==> config.mk <==
export PLATFORM = sky130hd
export DESIGN_NAME = arith_inverse_serial
export DESIGN_NICKNAME = d
export VERILOG_FILES = /design/src/rtl/arith_inverse_serial.sv
export SDC_FILE = /design/constraint.sdc
export NUM_CORES = 1
export LEC_CHECK = 0
export ABC_AREA = 1
export ABC_CLOCK_PERIOD_IN_PS = 1310
export BUFFER_PORTS_ARGS = -buffer_cell sky130_fd_sc_hd__buf_2
export CORE_UTILIZATION = 50
export CTS_BUF_LIST = sky130_fd_sc_hd__clkbuf_8
export CTS_CLUSTER_DIAMETER = 150
export CTS_CLUSTER_SIZE = 25
export DETAILED_ROUTE_END_ITERATION = 12
export PLACE_DENSITY_LB_ADDON = 0.25
export SLEW_MARGIN = 20
export SYNTH_ARGS = -nofsm -noshare
export SYNTH_HDL_FRONTEND = slang
export SYNTH_SLANG_ARGS = --single-unit
export TNS_END_PERCENT = 20
==> constraint.sdc <==
create_clock -name clk -period 1.31 [get_ports clk]
set_input_delay 0.1965 -clock clk [delete_from_list [all_inputs] [get_ports clk]]
set_output_delay 0.1965 -clock clk [all_outputs]
set_load 0.005 [all_outputs]
==> src/rtl/arith_inverse_serial.sv <==
// arith_inverse_serial: bit-serial inverse ("uncompute") unit for the
// reversible arithmetic slice. It recovers operand a from a forward result,
// the original b, cin, cout and select code, one bit per cycle, LSB first.
//
// Optional feature macro: ARITH_INV_CHECK_EN
//   defined   -> chk_err reports final borrow != forward cout
//   undefined -> cout register and compare are omitted, chk_err is 0
//
// Handshake: a request transfers on a rising edge where in_valid && in_ready;
// a result transfers on a rising edge where out_valid && out_ready. Once
// raised, out_valid and the result outputs stay stable until that transfer.
// Only one operation is in flight; in_valid is ignored unless idle.
module arith_inverse_serial #(
  parameter int WIDTH = 32,
  parameter int CNTW  = 6
) (
  input  logic             clk,
  input  logic             rst_n,
  input  logic             in_valid,
  output logic             in_ready,
  input  logic [2:0]       sel,
  input  logic [WIDTH-1:0] res,
  input  logic [WIDTH-1:0] b,
  input  logic             cin,
  input  logic             cout,
  output logic             out_valid,
  input  logic             out_ready,
  output logic [WIDTH-1:0] a_out,
  output logic             op_err,
  output logic             chk_err,
  output logic [1:0]       dbg_state_o
);

  typedef enum logic [1:0] {
    IDLE = 2'd0,
    RUN  = 2'd1,
    DONE = 2'd2
  } state_t;

  // Forward modes that can be undone; everything else is constant/logic.
  localparam logic [1:0] MODE_ADD = 2'b00;  // res = a + b + cin
  localparam logic [1:0] MODE_INC = 2'b01;  // res = a + cin
  localparam logic [1:0] MODE_NEG = 2'b10;  // res = ~a + cin

  localparam logic [CNTW-1:0] LAST_BIT = CNTW'(WIDTH - 1);

  state_t           state_q;
  logic [WIDTH-1:0] res_q;
  logic [WIDTH-1:0] b_q;
  logic [1:0]       mode_q;
  logic             borrow_q;
  logic [CNTW-1:0]  cnt_q;
  logic [WIDTH-1:0] a_q;
  logic             op_err_q;
  logic             chk_err_q;
  logic             out_valid_q;
  logic             in_ready_q;

`ifdef ARITH_INV_CHECK_EN
  logic             cout_q;
`else
  logic             unused_cout;
  assign unused_cout = cout;
`endif

  logic             invertible;
  logic             y_bit;
  logic             diff_bit;
  logic             a_bit_d;
  logic             borrow_d;

  // Classify the incoming select code: only s2=0 arithmetic modes invert.
  always_comb begin
    invertible = 1'b0;
    if (!sel[2] && (sel[1:0] != 2'b11)) begin
      invertible = 1'b1;
    end
  end

  // One full-subtractor slice: res[i] - y[i] - borrow, with the recovered
  // bit inverted when undoing the negate mode.
  always_comb begin
    y_bit    = 1'b0;
    if (mode_q == MODE_ADD) begin
      y_bit = b_q[0];
    end
    diff_bit = res_q[0] ^ y_bit ^ borrow_q;
    borrow_d = (~res_q[0] & (y_bit | borrow_q)) | (y_bit & borrow_q);
    a_bit_d  = diff_bit ^ (mode_q == MODE_NEG);
  end

  // Control FSM with all handshake and result outputs registered.
  always_ff @(posedge clk) begin
    if (!rst_n) begin
      state_q     <= IDLE;
      res_q       <= '0;
      b_q         <= '0;
      mode_q      <= MODE_ADD;
      borrow_q    <= 1'b0;
      cnt_q       <= '0;
      a_q         <= '0;
      op_err_q    <= 1'b0;
      chk_err_q   <= 1'b0;
      out_valid_q <= 1'b0;
      in_ready_q  <= 1'b1;
`ifdef ARITH_INV_CHECK_EN
      cout_q      <= 1'b0;
`endif
    end else begin
      case (state_q)
        IDLE: begin
          if (in_valid && in_ready_q) begin
            res_q      <= res;
            b_q        <= b;
            mode_q     <= sel[1:0];
            in_ready_q <= 1'b0;
`ifdef ARITH_INV_CHECK_EN
            cout_q     <= cout;
`endif
            if (invertible) begin
              borrow_q <= cin;
              cnt_q    <= '0;
              state_q  <= RUN;
            end else begin
              a_q         <= '0;
              op_err_q    <= 1'b1;
              chk_err_q   <= 1'b0;
              out_valid_q <= 1'b1;
              state_q     <= DONE;
            end
          end
        end

        RUN: begin
          // Recovered bits enter at the MSB so a_q is LSB-aligned at the end.
          a_q      <= {a_bit_d, a_q[WIDTH-1:1]};
          res_q    <= {1'b0, res_q[WIDTH-1:1]};
          b_q      <= {1'b0, b_q[WIDTH-1:1]};
          borrow_q <= borrow_d;
          cnt_q    <= cnt_q + 1'b1;
          if (cnt_q == LAST_BIT) begin
            op_err_q    <= 1'b0;
`ifdef ARITH_INV_CHECK_EN
            // A forward overflow (cout=1) must reappear as a final borrow.
            chk_err_q   <= (borrow_d != cout_q);
`else
            chk_err_q   <= 1'b0;
`endif
            out_valid_q <= 1'b1;
            state_q     <= DONE;
          end
        end

        DONE: begin
          if (out_ready) begin
            out_valid_q <= 1'b0;
            in_ready_q  <= 1'b1;
            state_q     <= IDLE;
          end
        end

        default: begin
          out_valid_q <= 1'b0;
          in_ready_q  <= 1'b1;
          state_q     <= IDLE;
        end
      endcase
    end
  end

  assign in_ready    = in_ready_q;
  assign out_valid   = out_valid_q;
  assign a_out       = a_q;
  assign op_err      = op_err_q;
  assign chk_err     = chk_err_q;
  assign dbg_state_o = state_q;

endmodule

==> results.py, run 1 <==
metrics = {
    "run_status": {
        "status": "finished, violations left",
        "violations": "negative setup slack",
    },
    "place": {
        "numPortBuffers": 108,
        "hpwl_mm": 6.78,
        "place_congestion": 0.867,
    },
    "timing": {
        "fin_crit_sh_pct": 107,
        "rsz0062_at_grt": "yes",
        "worstMarginPinSlew_ns": 0.546,
        "finClkSkew_ns": 0.0116,
        "slew_headroom_pct": 63.6,
        "final_max_slew_viol_count": 0,
        "fmax_mhz": 717,
        "setup_ws_ns": -0.0852,
        "hold_viol_final": 0,
        "post-route-min-period_ns": 1.40,
        "setup_viol": 34,
    },
    "setup_path": {
        "crit_arrival_ns": 1.66,
        "criticalPathCategory": "reg2reg",
        "worst_setup_path_end_kind": "flip-flop",
        "r2r_slack_ns": -0.09,
        "reg2reg_to": "a_out[31]",
        "cp-start-kind": "flip-flop",
        "r2r_start": "mode_q[0]",
        "crit_required_ns": 1.57,
        "crit_fanout": 2,
        "reg2regPathDepth": 8,
    },
    "grt": {
        "grt_pass1_wl_mm": 16.5,
        "antenna_found_initial": 0,
        "grt_max_degree": 46,
        "grt_overflow": 0,
        "grt_pass1_vias": 3836,
        "grt_util_all_layers_pct": 22.7,
    },
    "pwr": {
        "seqPwrFrac_pct": 45.1,
        "internal-power_mw": 6.48,
        "power_frac_clock_pct": 19.2,
        "peakVddDrop_mv": 0.954,
        "p_switching_mw": 3.81,
        "pwr-share-comb_pct": 35.6,
        "leakagePower_nw": 2.38,
        "p_sw_share_pct": 37.0,
        "powerDensity_mw_per_mm2": 1850,
        "total_power_mw": 10.3,
    },
    "die": {
        "die_w_um": 96.2,
        "io_pins": 111,
        "design.core.area_sq_mm": 0.00868,
        "initial_core_util_pct": 51.2,
        "die_y_um": 96.2,
        "rows": 34,
        "dieArea_sq_mm": 0.00926,
    },
    "flow_run": {
        "cap_violations": 0,
    },
    "hold_path": {
        "hold_end": "res_q[23]",
        "min-delay-start": "res[23]",
        "min_path_type": "in2reg",
        "holdPathStages": 3,
    },
    "logic_synthesis": {
        "netlist_area_sq_mm": 0.00444,
        "syn_nets": 672,
        "syn_area_per_cell_sq_um": 7.44,
        "synthCells": 597,
        "synth_cell_types": 22,
        "synth_warnings": 0,
        "seq_area_frac_synth_pct": 49.6,
        "synth-seq-cells": 110,
    },
    "cells_and_area": {
        "multiInputGateArea_sq_mm": 0.00204,
        "layout-drive-gt1-share_pct": 25.6,
        "diodes": 0,
        "final_cell_mix": "nand2_1, buf_2, dfxtp_1",
        "layout-area-overhead-vs-synth_pct": 25.2,
        "nets": 773,
        "mostFrequentLayoutCell": "nand2_1",
        "fill_cells": 770,
        "seq_area_sq_mm": 0.00221,
        "final_util_pct": 64.1,
    },
    "route": {
        "wl_per_cell_um": 13.1,
        "vias_per_cell": 5.33,
        "vias": 4324,
        "antenna_left": 0,
        "first_pass_iters": 5,
        "wl_mm": 10.6,
        "route.detailed.drc": 0,
        "drt_iter0_drc": 170,
    },
    "clock_tree": {
        "clk_latency_ns": 0.37,
        "clk_pin_slew_ns": 0.11,
        "cts_hold_buf": 0,
        "cts_tree": "yes",
        "numCtsBuffers": 9,
        "clk_path_buf_depth": 2,
        "clock_sinks": 110,
        "clockRootBuffer": "clkbuf_8",
        "htree_num_levels": 3,
    },
}
## registers in the layout, indices dropped and copies added, names as in the netlist
signal       cells
out_valid        1
cnt_q            6
borrow_q         1
res_q           32
a_out           32
dbg_state_o      2
in_ready         1
b_q             32
mode_q           2
op_err           1
## cell type report
cell class,instances,share of cell area (%)
tap,108,2.43
timing repair buffer,136,16.5
clock inverter,7,1.17
sequential,110,39.8
clock buffer,9,2.23
inverter,15,1.06
multi-input combinational,426,36.8
## worst max-delay path: stages, from the launching register on
cell	delay [ns]
dfxtp_1	0.32
inv_2	0.05
nand2_1	0.05
nor2_2	0.09
fa_1	0.43
o21ai_1	0.13
a21oi_1	0.05
a21oi_1	0.11
nor2_1	0.06
## worst max-delay path by stage
stage | from | end | cells after the start
after detailed placement | dbg_state_o[1] | a_out[11] | 6
final | mode_q[0] | a_out[31] | 8
after CTS | mode_q[0] | a_out[31] | 8
after floorplan | mode_q[0] | a_out[31] | 8
after global placement | mode_q[0] | a_out[31] | 8
after global routing | mode_q[0] | a_out[31] | 8
## Yosys cell counts
cell / n / area, sq um
or2_2: 4 / 25.0
buf_2: 32 / 160
o21ai_0: 68 / 340
o21ai_2: 1 / 8.76
o21ai_1: 1 / 5.00
a31oi_1: 62 / 388
a21oi_1: 46 / 230
clkinv_1: 1 / 3.75
inv_1: 14 / 52.6
buf_4: 1 / 7.51
nand2_2: 2 / 12.5
nand3_1: 10 / 50.1
conb_1: 1 / 3.75
o211ai_1: 1 / 7.51
clkbuf_1: 13 / 48.8
nand2_1: 220 / 826
nand4_1: 1 / 6.26
nor2_2: 1 / 6.26
dfxtp_1: 110 / 2200
fa_1: 1 / 20.0
ha_1: 1 / 12.5
nor2_1: 6 / 22.5
## repair_timing
action,4_1_cts,5_1_grt
setup endpoints to repair,70,92
pin swaps,5,7
gates resized for setup,13,35
hold endpoints to repair,0,0
buffers inserted,2,2
cloned,1,0
## logic make-up after synthesis
group,synth area share (%)
flip-flops,49.6
AND/OR/NAND/NOR,21.4
adder cells (fa/ha/maj),0.733
other,0.0845
buffers and inverters,6.14
AO/OA/AOI/OAI,22.1
## stage by stage
step                      cells  TNS, ns  worst slack, ns  hold WS (ns)  cell area [sq um]
after floorplan             597  -0.0392          -0.0392         0.344               4440
after global placement      790   -0.119          -0.0503         0.448               5210
after detailed placement    790    -1.17           -0.111         0.453               5210
after CTS                   809   -0.110           -0.104        0.0577               5490
after global routing        811    -6.16           -0.174        0.0557               5560
final                       811   -0.566          -0.0852        0.0724               5560
## routing by layer
metal	part of all wire [%]	up-vias	wire, um	track usage (%)
li1	-	2205	-	-
met1	45	1984	4830	27.0
met2	47	127	5030	40.2
met3	6.5	8	694	5.61
met4	0.73	0	78	6.84
met5	0	-	0	0
## power groups by stage
stage / registers, mW / logic, mW / clock network, mW
after detailed placement: 4.66 / 3.24 / 0
after CTS: 4.62 / 3.48 / 2.04
after global routing: 4.74 / 4.08 / 2.15
after global placement: 4.63 / 3.14 / 0
after floorplan: 4.57 / 2.21 / 0
final: 4.65 / 3.67 / 1.98
No activity file was read; power rests on OpenSTA's default activity.
==> run 2: changes to the inputs <==
--- a/config.mk
+++ b/config.mk
@@ -6,14 +6,15 @@
 export NUM_CORES = 1
 export LEC_CHECK = 0
 export ABC_AREA = 1
-export ABC_CLOCK_PERIOD_IN_PS = 1310
+export ABC_CLOCK_PERIOD_IN_PS = 1300
 export BUFFER_PORTS_ARGS = -buffer_cell sky130_fd_sc_hd__buf_2
-export CORE_UTILIZATION = 50
+export CORE_UTILIZATION = 55
 export CTS_BUF_LIST = sky130_fd_sc_hd__clkbuf_8
 export CTS_CLUSTER_DIAMETER = 150
 export CTS_CLUSTER_SIZE = 25
 export DETAILED_ROUTE_END_ITERATION = 12
 export PLACE_DENSITY_LB_ADDON = 0.25
+export REMOVE_ABC_BUFFERS = 1
 export SLEW_MARGIN = 20
 export SYNTH_ARGS = -nofsm -noshare
 export SYNTH_HDL_FRONTEND = slang
==> constraint.sdc (replaced) <==
create_clock -name clk -period 1.3 [get_ports clk]
set_input_delay 0.195 -clock clk [delete_from_list [all_inputs] [get_ports clk]]
set_output_delay 0.195 -clock clk [all_outputs]
set_load 0.005 [all_outputs]
==> results.py, run 2 (synthesis results as in run 1) <==
metrics = {
    "run_status": {
        "status": "finished, violations left",
        "violations": "negative setup slack",
    },
    "clock_tree": {
        "numCtsBuffers": 9,
        "clk_pin_slew_ns": 0.10,
        "cts_tree": "yes",
        "clockRootBuffer": "clkbuf_8",
        "htree_num_levels": 3,
        "clk_path_buf_depth": 2,
        "clk_latency_ns": 0.36,
        "clock_sinks": 110,
    },
    "pwr": {
        "leakagePower_nw": 2.47,
        "powerDensity_mw_per_mm2": 1960,
        "peakVddDrop_mv": 1.25,
    },
    "timing": {
        "final_max_slew_viol_count": 0,
        "rsz0062_at_grt": "yes",
        "setup_ws_ns": -0.237,
        "finalSetupTns_ns": -0.256,
        "fmax_mhz": 651,
        "fin_crit_sh_pct": 118,
        "setup_viol": 2,
        "finClkSkew_ns": 0.00937,
        "hold_viol_final": 0,
        "post-route-min-period_ns": 1.54,
        "holdWs_ns": 0.0801,
    },
    "die": {
        "die_y_um": 91.8,
        "design.core.area_sq_mm": 0.00777,
        "die_w_um": 91.8,
        "dieArea_sq_mm": 0.00843,
        "initial_core_util_pct": 57.2,
        "rows": 32,
        "io_pins": 111,
    },
    "setup_path": {
        "cp_cell_sequence": "inv_2, nand2_2, nor2_2, fa_1, o21ai_1, a21oi_1, a21oi_1, nor2_1",
        "crit_arrival_ns": 1.79,
        "path_common_cell": "a21oi_1",
        "slowest_delay_ns": 0.44,
        "crit_slowest_cell": "fa_1",
        "criticalPathCategory": "reg2reg",
        "cp-start-kind": "flip-flop",
        "crit_required_ns": 1.55,
        "worst_setup_path_end_kind": "flip-flop",
        "crit_fanout": 2,
    },
    "cells_and_area": {
        "layout-area-overhead-vs-synth_pct": 28.2,
        "diodes": 0,
        "final_cell_mix": "nand2_1, buf_2, dfxtp_1",
        "mostFrequentLayoutCell": "nand2_1",
        "nets": 782,
        "layout-drive-gt1-share_pct": 26.1,
        "stdcell_count": 814,
    },
    "place": {
        "pre_cts_ws_ns": -0.214,
        "post-place-cells": 786,
        "numPortBuffers": 108,
        "hpwl_mm": 6.82,
        "place_congestion": 0.866,
    },
    "grt": {
        "antenna_found_initial": 0,
        "grt_pass1_vias": 3974,
        "grt_pass1_wl_mm": 18.3,
        "grt_util_all_layers_pct": 26.7,
        "grt_max_degree": 44,
        "grt_overflow": 0,
    },
    "route": {
        "first_pass_iters": 5,
        "vias": 4570,
        "route.detailed.drc": 0,
        "wl_mm": 11.8,
        "antenna_left": 0,
        "vias_per_cell": 5.61,
        "wl_per_cell_um": 14.4,
        "drt_iter0_drc": 289,
    },
    "flow_run": {
        "cap_violations": 0,
    },
    "hold_path": {
        "min_path_type": "in2reg",
    },
}
[run 2: what timing repair did]
item / CTS / global route
pin swaps: 3 / 8
setup buffers: 2 / 4
setup endpoints to repair: 95 / 100
resized for setup: 12 / 32
hold buffers: 0 / 0
gates cloned: 3 / 3
[run 2: through the flow]
stage                     power [mW]  util (%)  cell area [sq um]
after floorplan                 6.54         -               4220
after global placement          7.67      66.6               5170
after detailed placement        7.81      66.6               5170
after CTS                       10.6      71.1               5530
after global routing            11.8      73.3               5690
final                           11.2      73.3               5690
[run 2: path summary, 6_finish.rpt]
kind                   from  depth (start not counted)  slack [ns]        end
hold / removal      res[25]                          3        0.08  res_q[25]
setup reg to reg  mode_q[0]                          8       -0.24  a_out[31]
setup / recovery  mode_q[0]                          8       -0.24  a_out[31]
hold reg to reg   a_out[15]                          2        0.48  a_out[15]
[run 2: routing by layer]
layer  part of all wire [%]  global-route usage (%)  routed length, um  vias up
li1                       -                       -                  -     2224
met1                     44                    36.2               5190     2161
met2                     49                    43.5               5730      163
met3                    5.5                    4.48                649       22
met4                    1.6                    8.72                187        0
met5                      0                       0                  0        -
[run 2: power breakdown]
group | total (mW) | internal (mW) | switching (mW)
Combinational | 4.19 | 1.82 | 2.38
Clock | 2.29 | 1.14 | 1.15
Sequential | 4.68 | 4.24 | 0.436
[run 2: layout make-up]
cell class / count / area, sq um
Timing Repair Buffer: 145 / 1040
Fill cell: 624 / 2080
Clock buffer: 10 / 138
Clock inverter: 6 / 85.1
Inverter: 15 / 61.3
Sequential cell: 110 / 2210
Multi-Input combinational cell: 426 / 2030
Tap cell: 102 / 128
[run 2: critical path: cells and delay by family (launching register included)]
family,cells,cell delay (ns)
flops,1,0.33
fa+ha+maj,1,0.44
compound gates,3,0.37
simple gates,3,0.24
buf+inv,1,0.05
